==> src/rtl/count_snapshot_fifo.sv <==
// Samples an up-counter into a show-ahead FIFO on a capture strobe,
// presents entries on a valid/ready port and flags counter wrap-arounds.
module count_snapshot_fifo #(
    parameter int WIDTH      = 4,
    parameter int DEPTH_LOG2 = 3
) (
    input  logic                  clk,
    input  logic                  reset,
    input  logic [WIDTH-1:0]      count_in,
    input  logic                  capture,
    input  logic                  out_ready,
    output logic                  out_valid,
    output logic [WIDTH-1:0]      out_data,
    output logic [DEPTH_LOG2:0]   level,
    output logic                  full,
    output logic                  overflow,
    output logic                  wrap_pulse
);

    localparam int DEPTH = 2 ** DEPTH_LOG2;
    localparam logic [DEPTH_LOG2:0] FULL_LVL = {1'b1, {DEPTH_LOG2{1'b0}}};

    logic [WIDTH-1:0]      mem_q [DEPTH];
    logic [DEPTH_LOG2-1:0] wr_ptr_q, wr_ptr_d;
    logic [DEPTH_LOG2-1:0] rd_ptr_q, rd_ptr_d;
    logic [DEPTH_LOG2:0]   level_q, level_d;
    logic                  overflow_q, overflow_d;
    logic [WIDTH-1:0]      prev_q, prev_d;
    logic                  wrap_q, wrap_d;
    logic                  push, pop;

    assign out_valid  = (level_q != '0);
    assign full       = (level_q == FULL_LVL);
    assign out_data   = out_valid ? mem_q[rd_ptr_q] : '0;
    assign level      = level_q;
    assign overflow   = overflow_q;
    assign wrap_pulse = wrap_q;

    always_comb begin
        pop        = out_valid && out_ready;
        // A full FIFO still accepts a capture when the head leaves the same cycle.
        push       = capture && (!full || pop);
        wr_ptr_d   = wr_ptr_q;
        rd_ptr_d   = rd_ptr_q;
        level_d    = level_q;
        overflow_d = overflow_q | (capture & ~push);
        prev_d     = count_in;
        wrap_d     = (prev_q == '1) && (count_in == '0);
        if (push) wr_ptr_d = wr_ptr_q + 1'b1;
        if (pop)  rd_ptr_d = rd_ptr_q + 1'b1;
        case ({push, pop})
            2'b10:   level_d = level_q + 1'b1;
            2'b01:   level_d = level_q - 1'b1;
            default: level_d = level_q;
        endcase
    end

    always_ff @(posedge clk or posedge reset) begin
        if (reset) begin
            wr_ptr_q   <= '0;
            rd_ptr_q   <= '0;
            level_q    <= '0;
            overflow_q <= 1'b0;
            prev_q     <= '0;
            wrap_q     <= 1'b0;
        end else begin
            wr_ptr_q   <= wr_ptr_d;
            rd_ptr_q   <= rd_ptr_d;
            level_q    <= level_d;
            overflow_q <= overflow_d;
            prev_q     <= prev_d;
            wrap_q     <= wrap_d;
        end
    end

    // Storage is not reset; out_data masking hides stale contents.
    always_ff @(posedge clk) begin
        if (push) mem_q[wr_ptr_q] <= count_in;
    end

endmodule

==> config.mk <==
export PLATFORM = sky130hd
export DESIGN_NAME = count_snapshot_fifo
export DESIGN_NICKNAME = d
export VERILOG_FILES = /design/src/rtl/count_snapshot_fifo.sv
export SDC_FILE = /design/constraint.sdc
export NUM_CORES = 1
export LEC_CHECK = 0
export ABC_AREA = 0
export ABC_CLOCK_PERIOD_IN_PS = 4900
export CAP_MARGIN = 20
export CORE_MARGIN = 1.5
export CORE_UTILIZATION = 46
export CTS_CLUSTER_SIZE = 24
export DETAILED_ROUTE_END_ITERATION = 8
export GPL_TIMING_DRIVEN = 0
export PLACE_DENSITY = 0.66
export SYNTH_ARGS = -nofsm -noshare
export SYNTH_HDL_FRONTEND = slang
export SYNTH_SLANG_ARGS = --single-unit
==> constraint.sdc <==
create_clock -name clk -period 4.9 [get_ports clk]
set_input_delay 0.98 -clock clk [delete_from_list [all_inputs] [get_ports clk]]
set_output_delay 0.98 -clock clk [all_outputs]
set_load 0.02 [all_outputs]
* Word level (Yosys, flattened, before mapping) *
Memories as Yosys holds them, arrays and structs flattened.
Cells that the tools add are included.

operators by class
  multiplexer cells = 4
  bitwise operators = 3
  reductions and logical operators = 8
  add/sub/neg operators = 4
  equality and inequality tests = 4

operators with widths
  cell                   number
  $eq A4 B4 Y1 const B   2
  $pmux W4 S2            1
  $add A3 B1 Y3 const B  2
  $add A4 B1 Y4 const B  1
  $logic_not A4 Y1       1
  $mux W4                1
  $reduce_bool A4 Y1     1
  $sub A4 B1 Y4 const B  1
  $logic_and A1 B1 Y1    3
  $eq A2 B1 Y1 const B   1
  $eq A2 B2 Y1 const B   1
  $mux W1                2
  $reduce_bool A2 Y1     1
  $and A1 B1 Y1          1
  $logic_not A1 Y1       1
  $logic_or A1 B1 Y1     1
  $not A1 Y1             1
  $or A1 B1 Y1           1

word-level totals
  register bits after elaboration = 16
  word-level logic and storage cells = 30
  output and inout port bits = 12
  RAM bits = 32
  memories kept = 1
  bits of input ports = 8

memory list
  name   words  bits a word  rd ports  clocked after memory_dff  wr ports  RTL line  source
  mem_q  8      4            1         0                         1         23        logic [WIDTH-1:0] mem_q [DEPTH];

* Logic depth before layout (Yosys ltp) *
  depth in word-level cells = 7
  depth in mapped cells = 10
  gate-level depth less buffers = 10

* Worst setup path before layout *
No wires, ideal clock.

  path type = input-to-reg
  from = input out_ready
  to = register level_q[3], in the netlist level[3]
  slack = 2.238 ns
  arrival time = 2.538 ns
  stages = 8
  data required time = 4.776 ns
  cell sequence = clkbuf_1 -> nand2_1 -> nor2_1 -> ha_1 -> a21o_1 -> a21oi_1 -> mux2i_1 -> a211o_1

on the way
  cells in the longest elaborated chain, start to end = 5
  elaborated cells between the ends (all ways) = 7
  classes of those cells = 2 x eq/ne; 1 x mux; 4 x reduce/logical

RTL lines
  element                                                   RTL line  source
  start, declared                                           11        input logic out_ready,
  $logic_and A1 B1 Y1 *                                     40        pop = out_valid && out_ready;
  $logic_or A1 B1 Y1                                        42        push = capture && (!full || pop);
  $logic_and A1 B1 Y1                                       42
  $eq A2 B1 Y1 / $eq A2 B2 Y1 (equally long branches)       51        case ({push, pop})
  $pmux W4 S2 / $reduce_bool A2 Y1 (equally long branches)  n/a
  end signal, assigned                                      69        level_q <= level_d;
  end, declared                                             26        logic [DEPTH_LOG2:0] level_q, level_d;

Mark *: on every way between the ends. The rest lies on a longest branch, timed or not.
A chain may end at the register's enable or synchronous reset.

* Final worst setup path *
  from = register rd_ptr_q[0]
  to = output out_data[2]

on the way
  cells in the longest elaborated chain, start to end = 2

RTL lines
  element                 RTL line  source
  start, declared         25        logic [DEPTH_LOG2-1:0] rd_ptr_q, rd_ptr_d;
  start signal, assigned  68        rd_ptr_q <= rd_ptr_d;
  $mem_v2 Z8 W4           n/a
  $mux W4                 34        assign out_data = out_valid ? mem_q[rd_ptr_q] : '0;
  end, declared           13        output logic [WIDTH-1:0] out_data,

No other way between the ends.

==> metrics.txt <==
Mapped Cells=134; fmax=304 MHz; Rel. slew slack=50.6%; PD cells=580 nW/um^2; global-route usage over all layers=16.6%; Reg clk slew, reported paths=0.09 ns; starting density of the core=47.6%; GR Overflow Total=0; Pre-antenna DRT Iters=4; critical path, cell by cell=buf_2, mux4_2, mux2i_1, nor2_1, clkdlybuf4s50_1; GRT met1 Usage=22.8%; port buffer count=18; Total Routed Length=3610 um; Multi-input gate area=672 um^2; min Tclk post-route=3.28 ns; Clock Sink Count=48; Hold Path Class=reg -> reg; count of cell types in the netlist=34; first-pass GRT wire length=6010 um; Reg area=1360 um^2; Finished Layout Cells=212; Yosys Warn Count=0; GRT met2 Usage=26.1%; Post-CTS Setup Bufs=0; remaining antenna violation count=0; placed cell count=204; die area=4920 um^2; grt met3 use=4.76%; GR peak layer=met2; vias per cell=5.41; CTS Hold Bufs=0; row count=24; Yosys top cell by area=edfxtp_1; ANT cells=0; max-cap viol count=0; worst stage delay on the critical path=0.56 ns; CP endpoint kind=primary output; Final Setup Violations=0; CTS tree=built; DRC=0; Leak=0.898 nW; most frequent cells in the layout=edfxtp_1, clkdlybuf4s50_1, dfrtp_1; Arrival @ worst endpoint=2.30 ns; dpl hpwl=2610 um; num ports=20; gpl congestion=0.729; post-synthesis register bit count=48; clk_lat worst skew=0.30 ns; FILL cells=348; worst endpoint required time=3.92 ns; Nets=172; Die X=70.1 um; Worst VDD drop=239 uV; Root Buffer=clkbuf_8; via count=1147; Startpoint Class=flip-flop; Core Box Area=4350 um^2; Avg Cell Area, Syn=15.5 um^2; share of post-route cells with drive strength above 1=17.5%; status=completed; initial DRC count=66; H-tree Lvls=2; final hold violations=0; vias in the first global route=1189; post_cts resized=0; unrepaired setup endpoints after global routing=no; cells taking the most area after synthesis=edfxtp_1, dfrtp_1, mux4_2, mux2i_1, ha_1; clock skew=0.00678 ns; Final period util=67.0%; Seq/Total Area, Yosys=65.7%; CTS Buffer Depth=2; antenna violations before repair=0; commonest non-fill, non-tap cell in the layout=edfxtp_1; area added between synthesis and finish=16.5%; Slowest cell on crit path=mux4_2; DP Area=2320 um^2; Post-Syn Nets=147; Post-Syn Area=2070 um^2; largest net degree at the start of global routing=17; count of pins over their slew limit=0; post-synth top area share=46.3%; Avg WL per Cell=17.0 um; final setup TNS=0 ns; total CTS buffers=5; CP max FO=9; die extent in y=70.1 um; CP Class=reg -> out; post-route cell area=2420 um^2; Worst Tran Pin Value=0.735 ns
[synthesized netlist by cell type]
library cell and count:
nand3_1 1, o22ai_1 1, nor2_1 12, or3_4 1, nand4_1 1, nand2_2 1, edfxtp_1 32, nand2_1 10
or4_1 1, xnor2_1 5, inv_1 5, a21oi_1 2, mux2_2 2, nand2b_1 3, a31oi_2 1, nor3_1 3
a211o_1 1, or2_2 1, o21a_4 1, clkbuf_1 3, fa_1 1, mux2i_1 6, mux4_2 8, nor4b_1 1
nand2b_2 1, a21o_1 2, or4b_4 1, dfrtp_1 16, nor2_4 1, xor2_1 1, nor2b_1 2, buf_2 2
ha_1 4, o21ai_0 1
[metal layers]
metal	wire length, um	share of wire, %
met5	0	0
met4	20	0.55
met3	157	4.3
met2	1850	51
met1	1590	44
[power by group]
part           total, mW  internal, mW  switching [mW]  leakage, nW
Combinational      0.580         0.292           0.289        0.373
Sequential         0.579         0.517          0.0629        0.481
Clock              0.242         0.114           0.128       0.0434
[sequential cells by signal, summed over array words and instances (netlist names)]
name and count:
level 4, wrap_pulse 1, prev_q 4, wr_ptr_q 3, mem_q 32, overflow 1, rd_ptr_q 3
[worst paths after layout]
check | start | to | slack (ns) | cells past startpoint
setup / recovery | rd_ptr_q[0] | out_data[2] | 1.62 | 5
hold / removal | overflow | overflow | 0.46 | 1
setup reg to reg | level[0] | level[3] | 2.26 | 10
hold reg to reg | overflow | overflow | 0.46 | 1
max in group asynchronous | reset | prev_q[3] | 3.45 | 2
min in group asynchronous | reset | level[2] | 1.06 | 2
[per-stage QoR]
step	hold slack [ns]	power (mW)	worst slack (ns)	utilization, %
6_report	0.460	1.40	1.62	55.5
5_1_grt	0.509	1.49	1.45	55.5
3_3_place_gp	0.440	1.15	1.91	53.2
2_1_floorplan	0.470	0.973	2.24	-
3_5_place_dp	0.446	1.18	1.88	53.2
4_1_cts	0.464	1.42	1.54	55.5
[worst max-delay path: cells and delay by family, from the launching register on]
| kind | cells | cell delay (ns) |
|---|---|---|
| buf+inv | 2 | 0.85 |
| simple gates | 1 | 0.06 |
| flops | 1 | 0.37 |
| mux | 2 | 0.73 |
[logic make-up (layout without fill, tap and decap cells)]
| group | count (synthesis) | count (layout) | share of synthesized area, % |
|---|---|---|---|
| simple gates | 40 | 40 | 10.3 |
| flops | 48 | 48 | 65.7 |
| fa+ha+maj | 5 | 5 | 3.38 |
| compound gates | 9 | 9 | 3.50 |
| xor+xnor | 6 | 6 | 2.53 |
| buf+inv | 10 | 36 | 1.93 |
| mux | 16 | 16 | 12.7 |
[layout make-up]
class / count / area share, %
flip-flops and latches: 48 / 56.3
multi-input cells: 76 / 27.8
repair buffers: 18 / 7.46
clock buffers: 6 / 3.42
well taps: 52 / 2.69
plain buffers: 5 / 0.880
inverters: 5 / 0.777
clock inverters: 2 / 0.621
Note: power is estimated with default switching activity, not from simulation.
